$ cat src/rtl/round_sequencer.sv
// -----------------------------------------------------------------------------
// round_sequencer
//
// Runs a configurable number of rounds over a chain of handshaked datapath
// stages. In each round every enabled stage gets a one-cycle start pulse and
// the sequencer waits for that stage's completion strobe before moving on.
// Disabled stages are skipped at one cycle each.
//
// Optional feature macro: ROUND_SEQ_TIMEOUT_EN
//   When defined, a per-stage watchdog aborts a stalled round after
//   TIMEOUT_CYCLES wait cycles, raising error_o and ending the run.
//   When undefined, error_o is tied low and stages may stall indefinitely.
//
// Ports
//   clk_i           clock, all state changes on the rising edge
//   rst_ni          asynchronous active-low reset
//   start_i         launch request, only looked at while idle
//   num_rounds_i    round count, captured when a launch is accepted
//   stage_mask_i    per-stage enable, captured when a launch is accepted
//   stage_start_o   one-hot, one-cycle start pulse to a stage
//   stage_finish_i  completion strobe from each stage
//   iteration_o     index of the current (or last completed) round
//   busy_o          high whenever the sequencer is not idle
//   finish_o        one-cycle pulse when a run ends
//   error_o         watchdog fault flag
// -----------------------------------------------------------------------------
module round_sequencer #(
    parameter int NUM_STAGES     = 5,
    parameter int ROUND_W        = 5,
    parameter int TIMEOUT_CYCLES = 1024
) (
    input  logic                  clk_i,
    input  logic                  rst_ni,
    input  logic                  start_i,
    input  logic [ROUND_W-1:0]    num_rounds_i,
    input  logic [NUM_STAGES-1:0] stage_mask_i,
    output logic [NUM_STAGES-1:0] stage_start_o,
    input  logic [NUM_STAGES-1:0] stage_finish_i,
    output logic [ROUND_W-1:0]    iteration_o,
    output logic                  busy_o,
    output logic                  finish_o,
    output logic                  error_o
);

    localparam int IDX_W = (NUM_STAGES > 1) ? $clog2(NUM_STAGES) : 1;
    localparam logic [IDX_W-1:0] LAST_IDX = IDX_W'(NUM_STAGES - 1);

    typedef enum logic [2:0] {
        S_IDLE,
        S_INIT,
        S_STG_START,
        S_STG_WAIT,
        S_IT_CHECK,
        S_DONE
    } state_e;

    state_e                  state_q, state_d;
    logic [IDX_W-1:0]        idx_q, idx_d;
    logic [ROUND_W-1:0]      iter_q, iter_d;
    logic [ROUND_W-1:0]      rounds_q, rounds_d;
    logic [NUM_STAGES-1:0]   mask_q, mask_d;
    logic                    idx_last;
    logic                    last_round;

`ifdef ROUND_SEQ_TIMEOUT_EN
    localparam int WD_W = $clog2(TIMEOUT_CYCLES + 1);
    logic [WD_W-1:0] wdog_q, wdog_d;
    logic            error_q, error_d;
`endif

    assign idx_last   = (idx_q == LAST_IDX);
    // Only reached with a non-zero round count, so the subtraction never wraps.
    assign last_round = (iter_q == ROUND_W'(rounds_q - ROUND_W'(1)));

    always_ff @(posedge clk_i or negedge rst_ni) begin
        if (!rst_ni) begin
            state_q  <= S_IDLE;
            idx_q    <= '0;
            iter_q   <= '0;
            rounds_q <= '0;
            mask_q   <= '0;
`ifdef ROUND_SEQ_TIMEOUT_EN
            wdog_q   <= '0;
            error_q  <= 1'b0;
`endif
        end else begin
            state_q  <= state_d;
            idx_q    <= idx_d;
            iter_q   <= iter_d;
            rounds_q <= rounds_d;
            mask_q   <= mask_d;
`ifdef ROUND_SEQ_TIMEOUT_EN
            wdog_q   <= wdog_d;
            error_q  <= error_d;
`endif
        end
    end

    always_comb begin
        state_d  = state_q;
        idx_d    = idx_q;
        iter_d   = iter_q;
        rounds_d = rounds_q;
        mask_d   = mask_q;
`ifdef ROUND_SEQ_TIMEOUT_EN
        wdog_d   = wdog_q;
        error_d  = error_q;
`endif
        unique case (state_q)
            S_IDLE: begin
                if (start_i) begin
                    rounds_d = num_rounds_i;
                    mask_d   = stage_mask_i;
                    state_d  = S_INIT;
                end
            end
            S_INIT: begin
                iter_d = '0;
                idx_d  = '0;
`ifdef ROUND_SEQ_TIMEOUT_EN
                error_d = 1'b0;
`endif
                state_d = (rounds_q == '0) ? S_DONE : S_STG_START;
            end
            S_STG_START: begin
                // Finish strobes are never looked at here, so a stage
                // answering in its own start cycle is not accepted.
                if (mask_q[idx_q]) begin
                    state_d = S_STG_WAIT;
`ifdef ROUND_SEQ_TIMEOUT_EN
                    wdog_d  = '0;
`endif
                end else if (idx_last) begin
                    state_d = S_IT_CHECK;
                end else begin
                    idx_d = idx_q + IDX_W'(1);
                end
            end
            S_STG_WAIT: begin
                if (stage_finish_i[idx_q]) begin
                    if (idx_last) begin
                        state_d = S_IT_CHECK;
                    end else begin
                        idx_d   = idx_q + IDX_W'(1);
                        state_d = S_STG_START;
                    end
`ifdef ROUND_SEQ_TIMEOUT_EN
                end else if (wdog_q == WD_W'(TIMEOUT_CYCLES - 1)) begin
                    // This is the last allowed wait cycle; abandon the run.
                    error_d = 1'b1;
                    state_d = S_DONE;
                end else begin
                    wdog_d = wdog_q + WD_W'(1);
`endif
                end
            end
            S_IT_CHECK: begin
                if (last_round) begin
                    state_d = S_DONE;
                end else begin
                    iter_d  = iter_q + ROUND_W'(1);
                    idx_d   = '0;
                    state_d = S_STG_START;
                end
            end
            S_DONE: begin
                state_d = S_IDLE;
            end
            default: begin
                state_d = S_IDLE;
            end
        endcase
    end

    // All outputs decode straight from registered state.
    always_comb begin
        stage_start_o = '0;
        if (state_q == S_STG_START && mask_q[idx_q]) begin
            stage_start_o[idx_q] = 1'b1;
        end
    end

    assign busy_o      = (state_q != S_IDLE);
    assign finish_o    = (state_q == S_DONE);
    assign iteration_o = iter_q;

`ifdef ROUND_SEQ_TIMEOUT_EN
    assign error_o = error_q;
`else
    assign error_o = 1'b0;
`endif

endmodule

$ cat config.mk
export PLATFORM = sky130hd
export DESIGN_NAME = round_sequencer
export DESIGN_NICKNAME = d
export VERILOG_FILES = /design/src/rtl/round_sequencer.sv
export SDC_FILE = /design/constraint.sdc
export NUM_CORES = 1
export LEC_CHECK = 0
export CORE_AREA = 4 4 67 69
export DETAILED_ROUTE_END_ITERATION = 10
export DIE_AREA = 0 0 71 73
export GPL_TIMING_DRIVEN = 1
export PLACE_DENSITY_LB_ADDON = 0.12
export SLEW_MARGIN = 5
export SYNTH_ARGS = -nofsm -noshare
export SYNTH_HDL_FRONTEND = slang
export SYNTH_SLANG_ARGS = --single-unit
$ cat constraint.sdc
create_clock -name clk_i -period 2 [get_ports clk_i]
set_input_delay 0.6 -clock clk_i [delete_from_list [all_inputs] [get_ports clk_i]]
set_output_delay 0.6 -clock clk_i [all_outputs]
set_load 0.03 [all_outputs]
# Word level (Yosys, flattened, before mapping)
# Cells that the tools add are included.
# classes
add_sub_neg	3
magnitude_cmp	2
eq_ne	12
mux	22
reduce_logical	11
# ops
op	count
$mux 3	11
$pmux 3 s5	1
$pmux 3 s4	1
$mux 5	2
$pmux 5 s2	1
$eq 3x3->1 const B	3
$ne 2x2->1 const B	4
$bmux 1 s3	2
$eq 3x2->1 const B	2
$add 5x1->5 const B	1
$eq 5x5->1	1
$logic_not 5->1	1
$sub 5x1->5 const B	1
$lt 3x4->1 const B	1
$reduce_and 2->1	2
$reduce_and 4->1	1
$reduce_bool 4->1	1
$add 3x1->3 const B	1
$demux 1 s3	1
$eq 3x1->1 const B	1
$ge 3x1->1 const B	1
$logic_not 3->1	1
$mux 1	3
$ne 3x3->1 const B	1
4 further kinds	5
# word_totals
register_bits	21
input_bits	18
out_inout_bits	13
wordCells	55

# Logic depth before layout (Yosys ltp)
# depth
word_depth	5
mapped_depth	7

# Worst setup path after synthesis
# OpenSTA, ideal clock, no wires.
# synth_path
kind	reg-to-output
from	reg idx_q[0]
to	out stage_start_o[1]
arrival_ns	1.899
required_time_ns	1.400
path_slack_ns	-0.499
stages_incl_launch_ff	6
cell_sequence	dfrtp_1 -> buf_6 -> nor2_1 -> and3_2 -> o21ai_0 -> nor4_1
# synth_between
elab_chain_cells	5
elab_cells_between_ends	9
# synth_rtl
item	line	rtl
start: declaration	58	logic [IDX_W-1:0] idx_q, idx_d;
start signal: assignment	88	idx_q <= idx_d;
$lt 3x4->1 (not written as such) or $ge 3x1->1 (tied branches)	179	stage_start_o[idx_q] = 1'b1;
$logic_and 1x1->1 (not written as such)	179	
$mux 1 (not written as such)	179	
$demux 1 s3	179	
$mux 5 (*)	178	if (state_q == S_STG_START && mask_q[idx_q]) begin
end: declaration	37	output logic [NUM_STAGES-1:0] stage_start_o,
# Every way passes the cells marked *; elsewhere a longest branch is shown, timed or not. The select of a mux whose other input is x is not followed.

# Worst setup path after layout
# layout_path
from	reg idx_q[0]
to	out stage_start_o[2]
# The elaborated chain is that of the path after synthesis.

==> qor.txt <==
Via density -> 5.16
Hold Fails Final Rpt -> 0
Sequential fraction of the synthesis area -> 35.1%
Share of cells above drive strength 1 -> 44.4%
Post-Layout Cell Count -> 273
R2r startpoint -> idx_q[0]
Vias -> 1410
Syn-to-layout area delta -> 58.4%
Clock power frac -> 7.0%
Post-synth top area share -> 35.1%
Design Area, Final -> 2370 µm²
Most frequent cells after synthesis -> dfrtp_1, nand2_1, nor2_1
Static leakage -> 1.01 nW
RSZ-0062 raised after global routing -> true
Final setup viols -> 8
Max Root-Sink Buffers -> 2
R2R depth -> 7
Worst setup startpoint -> idx_q[0]
Overflow after GRT -> 0
Internal -> 2.26 mW
Most common cell in the synthesized netlist -> dfrtp_1
WS Path Type -> flop to output port
Mean post-synth cell area -> 9.72 µm²
CTS H-Tree Depth -> 1
Antenna Cells -> 0
Peak VDD IR -> 0.000728 V
Status -> finished, violations left
Crit-path max cell delay -> 430 ps
Crit path DAT -> 1810 ps
Synth async-reset ratio -> 100%
Clk_skew -> 1.06 ps
Critical-path top delay cell -> dfrtp_1
Post-DP Area -> 2140 µm²
Total number of yosys warnings -> 0
Post-DP HPWL -> 3.07 mm
GRT Util Overall -> 15.4%
Routability cong. -> 0.847
Failing checks -> negative setup slack
Post-Synthesis Cells -> 154
Cell variety after synth -> 54
Area leader, netlist -> dfrtp_1
Tcrit/Tclk final -> 121%
Sequential Power Share -> 20.1%
Buffers on Ports -> 29
Avg WL per Cell -> 14.6 µm
Sw Ratio -> 42.7%
IO Pins -> 31
Starting density of the core -> 38.2%
CP bufs+invs -> 3
Largest net degree at the start of global routing -> 22
Worst Path Required -> 1400 ps
Pwr Density -> 1670 nW/µm²
Sw Pwr -> 1.68 mW
Num CTS Buffers -> 3
Antenna Nets Post-Route -> 0
Post-synthesis instance area -> 1500 µm²
CP top delay family -> flip-flops
Ys flop type -> dfrtp_1
FMAX -> 415 MHz
Combinational power share -> 72.9%
Worst setup SP type -> flop
Root buf cell -> clkbuf_8
Slew Viols, Final -> 0
Min-delay worst type -> flop to flop
Crit-path cells -> mux2_4 -> a22o_4 -> buf_6 -> o21ai_2 -> buf_6 -> nor4_4 -> buf_6
Placed insts -> 261
Crit path depth -> 7
Die H -> 73 µm
DRT Pass-1 Iters -> 4
Critical path endpoint category -> output port
Die width -> 71 µm
DR DRC count -> 0
Most used cell, CP -> buf_6
Clk_lat worst skew -> 250 ps
Number of synthesized flops with an enable pin -> 0
CORE AREA -> 3910 µm²
Hold path start -> mask_q[4]
Setup WS post-layout -> -411 ps
Vias in the first global route -> 1434
Routed Wire Length -> 4.00 mm
CTS tree -> built
First-pass GRT wire length -> 6.48 mm
Full die area -> 5180 µm²
Synth area leaders -> dfrtp_1, mux2_2, ha_1, nor3_1, nand2_1
Fin crit period -> 2410 ps
Nets -> 246
Crit Path Max Fanout -> 3
TritonCTS sink count -> 21
Max Cap Viol -> 0
#FFs+latches synth -> 21
Initial antenna violation count -> 0
Post-Syn Nets -> 176
Clock transition at path regs -> 80 ps
Hold path depth -> 1
Initial DRC Count -> 167
Setup_tns -> -2180 ps
Row count -> 23
per-layer routing:
metal | wire, µm | vias up | GRT usage (%)
li1 | - | 697 | -
met1 | 1720 | 681 | 18.9
met2 | 2080 | 30 | 28.3
met3 | 169 | 2 | 2.07
met4 | 16 | 0 | 3.76
met5 | 0 | - | 0
cell families (layout without fill, tap and decap cells):
logic type / Yosys count / count (layout) / share of synthesized area (%)
other: 1 / 1 / 0.251
adder cells (fa/ha/maj): 4 / 4 / 3.34
buffers and inverters: 18 / 87 / 6.27
flip-flops: 21 / 21 / 35.1
XOR/XNOR: 8 / 8 / 5.60
multiplexers: 13 / 13 / 10.1
AO/OA/AOI/OAI: 32 / 32 / 18.4
AND/OR/NAND/NOR: 57 / 57 / 20.9
worst register-to-register path, stage by stage, from the launching register on:
cell	delay, ps
dfrtp_1	430
mux2_4	320
a22o_4	260
o21a_4	200
buf_4	160
a2111oi_4	240
buf_4	190
mux2i_1	200
stage by stage:
| step | utilization, % | hold slack (ps) | total power, mW | setup slack [ps] |
|---|---|---|---|---|
| detailed placement | 54.6 | 490 | 3.27 | -560 |
| CTS | 56.6 | 508 | 3.62 | -454 |
| floorplan | - | 304 | 2.38 | -83.8 |
| global route | 60.5 | 527 | 4.22 | -468 |
| finish | 60.5 | 517 | 3.95 | -411 |
| global placement | 54.6 | 488 | 3.21 | -526 |
area by class of cell:
| type | count | area [µm²] |
|---|---|---|
| inverters | 10 | 41.3 |
| well taps | 50 | 62.6 |
| flip-flops and latches | 21 | 527 |
| clock buffers | 4 | 45.0 |
| multi-input cells | 115 | 1040 |
| repair buffers | 73 | 654 |
| fillers | 364 | 1540 |
flip-flops by register name, indices dropped and copies added, names as in the netlist:
signal,cells
state_q,3
rounds_q,5
idx_q,3
iteration_o,5
mask_q,5
placed cells by master, fill, tap and decap left out, drive strengths merged, types with 6 or more instances in the layout:
| cell type | count |
|---|---|
| nand2 | 12 |
| clkdlybuf4s50 | 18 |
| mux2 | 11 |
| o21ai | 6 |
| nor2 | 11 |
| buf | 50 |
| dfrtp | 21 |
| nor3 | 10 |
| and3 | 6 |
| inv | 9 |
final timing paths:
| check | end | slack, ps |
|---|---|---|
| max | stage_start_o[2] | -410 |
| min | mask_q[4] | 520 |
| max reg2reg | idx_q[1] | -80 |
| min reg2reg | mask_q[4] | 520 |
| max in group asynchronous | iteration_o[2] | 1080 |
| min in group asynchronous | iteration_o[0] | 690 |
power groups by stage:
stage	combinational [mW]	clock (mW)	sequential (mW)
4_1_cts	2.55	0.286	0.778
2_1_floorplan	1.52	0	0.851
5_1_grt	3.09	0.306	0.824
6_report	2.88	0.275	0.795
3_5_place_dp	2.48	0	0.783
3_3_place_gp	2.44	0	0.773
what timing repair did:
action | in CTS | in global routing
pin swaps | 3 | 6
setup endpoints to repair | 14 | 14
buffers inserted | 1 | 6
gates cloned | 0 | 1
gates resized for setup | 27 | 26
hold buffers | 0 | 0
Power figures use the tool's default switching activity.
